==> config.mk <==
export PLATFORM = sky130hd
export DESIGN_NAME = anton_neopixel_stream_rx
export DESIGN_NICKNAME = d
export VERILOG_FILES = /design/src/rtl/anton_neopixel_stream_rx.sv
export SDC_FILE = /design/constraint.sdc
export NUM_CORES = 1
export LEC_CHECK = 0
export BUFFER_PORTS_ARGS = -buffer_cell sky130_fd_sc_hd__buf_4
export CAP_MARGIN = 20
export CORE_UTILIZATION = 60
export CTS_BUF_LIST = sky130_fd_sc_hd__clkbuf_8
export DETAILED_ROUTE_END_ITERATION = 16
export PLACE_DENSITY = 0.82
export SLEW_MARGIN = 10
export SYNTH_ARGS = -nofsm -noshare
export SYNTH_HDL_FRONTEND = slang
export SYNTH_SLANG_ARGS = --single-unit
==> constraint.sdc <==
create_clock -name clk7mhz -period 8.3 [get_ports clk7mhz]
set_clock_uncertainty 0.1 [all_clocks]
set_input_delay 2.075 -clock clk7mhz [delete_from_list [all_inputs] [get_ports clk7mhz]]
set_output_delay 2.075 -clock clk7mhz [all_outputs]
set_load 0.03 [all_outputs]
==> src/rtl/anton_neopixel_stream_rx.sv <==
// WS2812-style single-wire receiver: classifies bits by high-pulse width, packs
// 24-bit pixels MSB first into a pixel buffer and delimits frames by the reset gap.
`ifndef BUFFER_END_DEFAULT
`define BUFFER_END_DEFAULT 255
`endif
`ifndef CLOG2
`define CLOG2(x) $clog2(x)
`endif

module anton_neopixel_stream_rx #(
  parameter int BUFFER_END   = `BUFFER_END_DEFAULT,
  parameter int T1_THRESHOLD = 4,
  parameter int HIGH_MAX     = 7,
  parameter int RESET_CYCLES = 350,
  localparam int BUFFER_BITS = `CLOG2(BUFFER_END+1)
) (
  input  logic                   clk7mhz,
  input  logic                   rst,
  input  logic                   reg_ctrl_run,
  input  logic                   reg_ctrl_32bit,
  input  logic                   reg_ctrl_limit,
  input  logic [12:0]            reg_max,
  input  logic                   err_clear,
  input  logic                   stream_input,
  output logic                   pixel_wr_en,
  output logic [BUFFER_BITS-1:0] pixel_wr_addr,
  output logic [23:0]            pixel_wr_data,
  output logic                   frame_done,
  output logic [BUFFER_BITS:0]   frame_pixels,
  output logic                   err_timing,
  output logic                   err_overflow,
  output logic                   rx_busy,
  output logic [1:0]             dbg_state
);

  localparam int BB = BUFFER_BITS;
  localparam int HW = $clog2(HIGH_MAX + 2);
  localparam int LW = $clog2(RESET_CYCLES + 1);
  localparam logic [HW-1:0] HIGH_SAT  = HW'(HIGH_MAX + 1);
  localparam logic [HW-1:0] HIGH_LIM  = HW'(HIGH_MAX);
  localparam logic [HW-1:0] T1_LIM    = HW'(T1_THRESHOLD);
  localparam logic [LW-1:0] LOW_SAT   = LW'(RESET_CYCLES);
  localparam logic [BB-1:0] INDEX_END = BB'(BUFFER_END);
  localparam logic [BB:0]   CNT_ONE   = (BB+1)'(1);

  typedef enum logic [1:0] {GAP = 2'd0, IDLE = 2'd1, HIGH = 2'd2, LOW = 2'd3} state_t;

  state_t          state_q, state_d;
  logic            sync1_q, sample_q;
  logic [HW-1:0]   high_cnt_q, high_cnt_d;
  logic [LW-1:0]   low_cnt_q, low_cnt_d;
  logic [23:0]     shift_q, shift_d;
  logic [4:0]      bit_cnt_q, bit_cnt_d;
  logic [BB-1:0]   pixel_index_q, pixel_index_d;
  logic            overflow_q, overflow_d;
  logic [BB:0]     wr_cnt_q, wr_cnt_d;
  logic            pixel_wr_en_q, pixel_wr_en_d;
  logic [BB-1:0]   pixel_wr_addr_q, pixel_wr_addr_d;
  logic [23:0]     pixel_wr_data_q, pixel_wr_data_d;
  logic            frame_done_q, frame_done_d;
  logic [BB:0]     frame_pixels_q, frame_pixels_d;
  logic            err_timing_q, err_timing_d;
  logic            err_overflow_q, err_overflow_d;

  logic            timing_set, ovf_set, low_gap, bit_val;
  logic [BB-1:0]   index_equiv, index_max, index_step;

  if (BB < 13) begin : g_unused_max
    logic unused_max_bits;
    assign unused_max_bits = ^reg_max[12:BB];
  end

  always_comb begin
    state_d         = state_q;
    shift_d         = shift_q;
    bit_cnt_d       = bit_cnt_q;
    pixel_index_d   = pixel_index_q;
    overflow_d      = overflow_q;
    wr_cnt_d        = wr_cnt_q;
    pixel_wr_en_d   = 1'b0;
    pixel_wr_addr_d = pixel_wr_addr_q;
    pixel_wr_data_d = pixel_wr_data_q;
    frame_done_d    = 1'b0;
    frame_pixels_d  = frame_pixels_q;
    timing_set      = 1'b0;
    ovf_set         = 1'b0;

    // Run-length counters track the synchronised line regardless of state.
    if (sample_q) begin
      high_cnt_d = (high_cnt_q == HIGH_SAT) ? high_cnt_q : high_cnt_q + HW'(1);
      low_cnt_d  = '0;
    end else begin
      high_cnt_d = '0;
      low_cnt_d  = (low_cnt_q == LOW_SAT) ? low_cnt_q : low_cnt_q + LW'(1);
    end
    low_gap = !sample_q && (low_cnt_d == LOW_SAT);
    bit_val = (high_cnt_q >= T1_LIM);

    // In 32-bit mode the limit is compared against the last byte lane of the word.
    index_equiv = reg_ctrl_32bit ? (pixel_index_q | BB'(3)) : pixel_index_q;
    index_max   = reg_ctrl_limit ? reg_max[BB-1:0] : INDEX_END;
    index_step  = reg_ctrl_32bit ? BB'(4) : BB'(1);

    if (!reg_ctrl_run) begin
      state_d       = GAP;
      bit_cnt_d     = '0;
      pixel_index_d = '0;
      overflow_d    = 1'b0;
      wr_cnt_d      = '0;
    end else begin
      case (state_q)
        GAP:  if (low_gap) state_d = IDLE;
        IDLE: if (sample_q) state_d = HIGH;
        HIGH: begin
          if (sample_q) begin
            if (high_cnt_q >= HIGH_LIM) begin
              timing_set    = 1'b1;
              state_d       = GAP;
              bit_cnt_d     = '0;
              pixel_index_d = '0;
              overflow_d    = 1'b0;
              wr_cnt_d      = '0;
            end
          end else begin
            shift_d = {shift_q[22:0], bit_val};
            state_d = LOW;
            if (bit_cnt_q == 5'd23) begin
              bit_cnt_d = '0;
              if (overflow_q) begin
                ovf_set = 1'b1;
              end else begin
                pixel_wr_en_d   = 1'b1;
                pixel_wr_addr_d = pixel_index_q;
                pixel_wr_data_d = shift_d;
                wr_cnt_d        = wr_cnt_q + CNT_ONE;
                if (index_equiv == index_max) overflow_d = 1'b1;
                else pixel_index_d = pixel_index_q + index_step;
              end
            end else begin
              bit_cnt_d = bit_cnt_q + 5'd1;
            end
          end
        end
        LOW: begin
          if (sample_q) begin
            state_d = HIGH;
          end else if (low_gap) begin
            state_d        = IDLE;
            frame_done_d   = 1'b1;
            frame_pixels_d = wr_cnt_q;
            timing_set     = (bit_cnt_q != 5'd0);
            bit_cnt_d      = '0;
            pixel_index_d  = '0;
            overflow_d     = 1'b0;
            wr_cnt_d       = '0;
          end
        end
        default: state_d = GAP;
      endcase
    end

    // A set event in the same cycle as err_clear wins.
    err_timing_d   = timing_set | (err_timing_q & ~err_clear);
    err_overflow_d = ovf_set | (err_overflow_q & ~err_clear);
  end

  always_ff @(posedge clk7mhz or posedge rst) begin
    if (rst) begin
      state_q         <= GAP;
      sync1_q         <= 1'b0;
      sample_q        <= 1'b0;
      high_cnt_q      <= '0;
      low_cnt_q       <= '0;
      shift_q         <= '0;
      bit_cnt_q       <= '0;
      pixel_index_q   <= '0;
      overflow_q      <= 1'b0;
      wr_cnt_q        <= '0;
      pixel_wr_en_q   <= 1'b0;
      pixel_wr_addr_q <= '0;
      pixel_wr_data_q <= '0;
      frame_done_q    <= 1'b0;
      frame_pixels_q  <= '0;
      err_timing_q    <= 1'b0;
      err_overflow_q  <= 1'b0;
    end else begin
      state_q         <= state_d;
      sync1_q         <= stream_input;
      sample_q        <= sync1_q;
      high_cnt_q      <= high_cnt_d;
      low_cnt_q       <= low_cnt_d;
      shift_q         <= shift_d;
      bit_cnt_q       <= bit_cnt_d;
      pixel_index_q   <= pixel_index_d;
      overflow_q      <= overflow_d;
      wr_cnt_q        <= wr_cnt_d;
      pixel_wr_en_q   <= pixel_wr_en_d;
      pixel_wr_addr_q <= pixel_wr_addr_d;
      pixel_wr_data_q <= pixel_wr_data_d;
      frame_done_q    <= frame_done_d;
      frame_pixels_q  <= frame_pixels_d;
      err_timing_q    <= err_timing_d;
      err_overflow_q  <= err_overflow_d;
    end
  end

  assign pixel_wr_en   = pixel_wr_en_q;
  assign pixel_wr_addr = pixel_wr_addr_q;
  assign pixel_wr_data = pixel_wr_data_q;
  assign frame_done    = frame_done_q;
  assign frame_pixels  = frame_pixels_q;
  assign err_timing    = err_timing_q;
  assign err_overflow  = err_overflow_q;
  assign rx_busy       = (state_q == HIGH) || (state_q == LOW);
  assign dbg_state     = state_q;

endmodule

==> impl_results.md <==
- Worst r2r path cells: 8
- DR DRC count: 0
- Largest family of logic cells by synthesized area: simple AND/OR/NAND/NOR gates
- DR vias: 3883
- Yosys reg bits: 108
- Hold Path Class: register to register
- WS Path Type: input pin to register
- Cell Rows: 33
- Post-CTS setup buffer count: 0
- Post-Syn Nets: 532
- Clock latency on the worst-skew pair: 370 ps
- Reg clk slew, reported paths: 110 ps
- Routed length per instance: 15.53 µm
- Unique cell type count in the Yosys netlist: 63
- Post-synthesis compound-gate area fraction: 12.02%
- Most common cell in the synthesized netlist: dfrtp_1
- Post-Synthesis Cells: 501
- Syn avg cell area: 10.51 µm²
- Mux contribution to synthesized area: 11.15%
- Final Slew Violations: 0
- Max Fclk: 0.2478 GHz
- Pin count of the biggest net entering global routing: 63
- Clock buffer depth: 2
- Final Hold Fails: 0
- Die Y: 95.68 µm
- Cts-stage hold buffer count: 0
- Iter 0 DRT Violations: 243
- # diodes: 0
- Pleak: 2.958 nW
- H-tree Lvls: 3
- TritonCTS clock tree: yes
- Global-route wire length before repair: 16580 µm
- Worst slew margin: 34.43%
- Worst hold path depth: 0
- RSZ-0062 raised after global routing: false
- Synth area leaders: dfrtp_1 (51%), mux2_2 (8.8%), nand2_1 (6.6%), ha_1 (2.6%), a21oi_1 (2.2%)
- Fill count: 596
- Synth Area in XOR/XNOR: 1.830%
- Num CTS Buffers: 9
- Register area share after synthesis: 51.33%
- Layout area overhead: 13.76%
- Top cell type's share of synthesized area: 51.33%
- Most instantiated cells after synthesis: dfrtp_1 (108), nand2_1 (92), mux2_2 (41)
- Starting Density: 63.13%
- Routed wire length: 10270 µm
- Power Density: 150.8 mW/mm²
- Synth area leader: dfrtp_1
- Via/cell ratio: 5.874
- GRT Overall Usage: 23.65%
- Placer congestion estimate: 0.8781
- Setup WS pre-CTS: 3879 ps
- EDFF count, synth: 0
- Synth Cell Area: 0.005265 mm²
- Final #Nets: 582
- Ys flop type: dfrtp_1
- Final Cycle Share: 48.62%
- Setup_tns: 0 ps
- Synth Area in Simple Gates: 17.09%
- Ys Warns: 0
- Final min period: 4036 ps
- Slew of the pin with the lowest slew margin: 981.3 ps
- Async S/R FF share, synth: 100.0%
- Core area: 0.008341 mm²
- Critical Path AT: 4190 ps
- Setup WS post-layout: 4264 ps
- Slowest stage delay, CP: 550 ps
- Die W: 95.68 µm
- Worst Setup Start Kind: input pin
- Number of top-level pins: 68
- Final setup viols: 0
- Req. time, crit path: 8460 ps
- Status: completed
- Slowest-stage cell, CP: a21oi_1
- Gr ovfl total: 0
- Vias in the first global route: 3614
- PostCTS Resize Cnt: 0
- VDD IR max: 0.1239 mV
- Antenna viol nets, final: 0
- Clk root buf: clkbuf_8
- Crit-path cells: buf_4, inv_1, ha_1, and4b_1, a22oi_1, a222oi_1, a21oi_1, a2bb2oi_2, mux2_2
- Clock sink count: 108
- Synth Area in Adders: 2.614%
- Max_cap viols: 0
- Critical path peak fanout: 6
- Pre-antenna DRT Iters: 4
- Critical Path Sink Type: register
- DP HPWL: 6817 µm
- Hold Worst Slack: 260.6 ps
- Die area: 0.009154 mm²
- Initial antenna violation count: 0
- Share of cells above drive strength 1: 24.64%
- Port bufs: 62
## layout make-up
| class | instances | area, µm² | area share, % |
|---|---|---|---|
| flip-flops and latches | 108 | 2703 | 45.12 |
| multi-input cells | 343 | 2366 | 39.50 |
| repair buffers | 66 | 495.5 | 8.272 |
| clock buffers | 10 | 137.6 | 2.298 |
| well taps | 105 | 131.4 | 2.193 |
| inverters | 23 | 88.84 | 1.483 |
| clock inverters | 6 | 67.56 | 1.128 |
## cell families after synthesis
group | count (synthesis)
and+or+nand+nor | 180
DFF | 108
xor gates and xnor gates | 11
adders and majority gates | 11
AOI/OAI and AO/OA | 88
buffers and inverters | 50
muxes | 53
## final timing paths
check                                    start          endpoint  slack (ps)
worst max-delay path            reg_ctrl_32bit  pixel_index_q[0]        4260
worst min-delay path                   sync1_q          sample_q         260
worst max register to register    low_cnt_q[0]  pixel_index_q[0]        4980
worst min register to register         sync1_q          sample_q         260
max in group asynchronous                  rst       wr_cnt_q[8]        5270
min in group asynchronous                  rst       pixel_wr_en        1670
## per-layer routing
| metal | vias up | share of wire, % | GRT usage, % |
|---|---|---|---|
| met1 | 1916 | 46 | 31.00 |
| met5 | - | 0 | 0 |
| met3 | 17 | 4.1 | 4.785 |
| met2 | 92 | 48 | 38.39 |
| met4 | 0 | 1.7 | 9.826 |
| li1 | 1858 | - | - |
## report_power, final
part | switching, mW | leakage (nW) | internal (mW) | total, mW
Clock | 0.193 | 0.103 | 0.126 | 0.319
Sequential | 0.00653 | 1.50 | 0.530 | 0.536
Combinational | 0.0291 | 1.36 | 0.0183 | 0.0474
Total | 0.229 | 2.96 | 0.674 | 0.903
## placed cells by master, fill, tap and decap left out, types with 9 or more instances in the layout
master	netlist	layout
clkbuf_8	0	10
buf_4	1	66
nor2_1	25	24
ha_1	11	11
nand3_1	12	12
inv_1	22	21
o2bb2ai_1	12	12
dfrtp_1	108	108
a21oi_1	23	23
mux2_2	41	41
nand2_1	92	92
o21ai_0	9	9
## state kept, by name, indices dropped and copies added (netlist names)
name           cells
frame_done         1
bit_cnt_q          5
err_timing         1
shift_q           23
sync1_q            1
pixel_index_q      8
frame_pixels       9
low_cnt_q          9
wr_cnt_q           9
pixel_wr_addr      8
dbg_state          2
overflow_q         1
pixel_wr_en        1
high_cnt_q         4
pixel_wr_data     24
sample_q           1
err_overflow       1
## through the flow
stage	power, mW	cells	utilization, %	instance area, µm²
after global routing	0.9398	661	71.81	5989
final	0.9029	661	71.81	5989
after detailed placement	0.5945	645	69.35	5784
after global placement	0.5917	645	69.35	5784
after floorplan	0.5780	501	-	5265
after CTS	0.9124	661	71.81	5989
## worst max-delay path: cells and delay by family
family / cells / cell delay (ps)
compound gates: 4 / 1180
fa+ha+maj: 1 / 230
buf+inv: 2 / 150
mux: 1 / 370
simple gates: 1 / 180
Note: power is estimated with default switching activity, not from simulation.
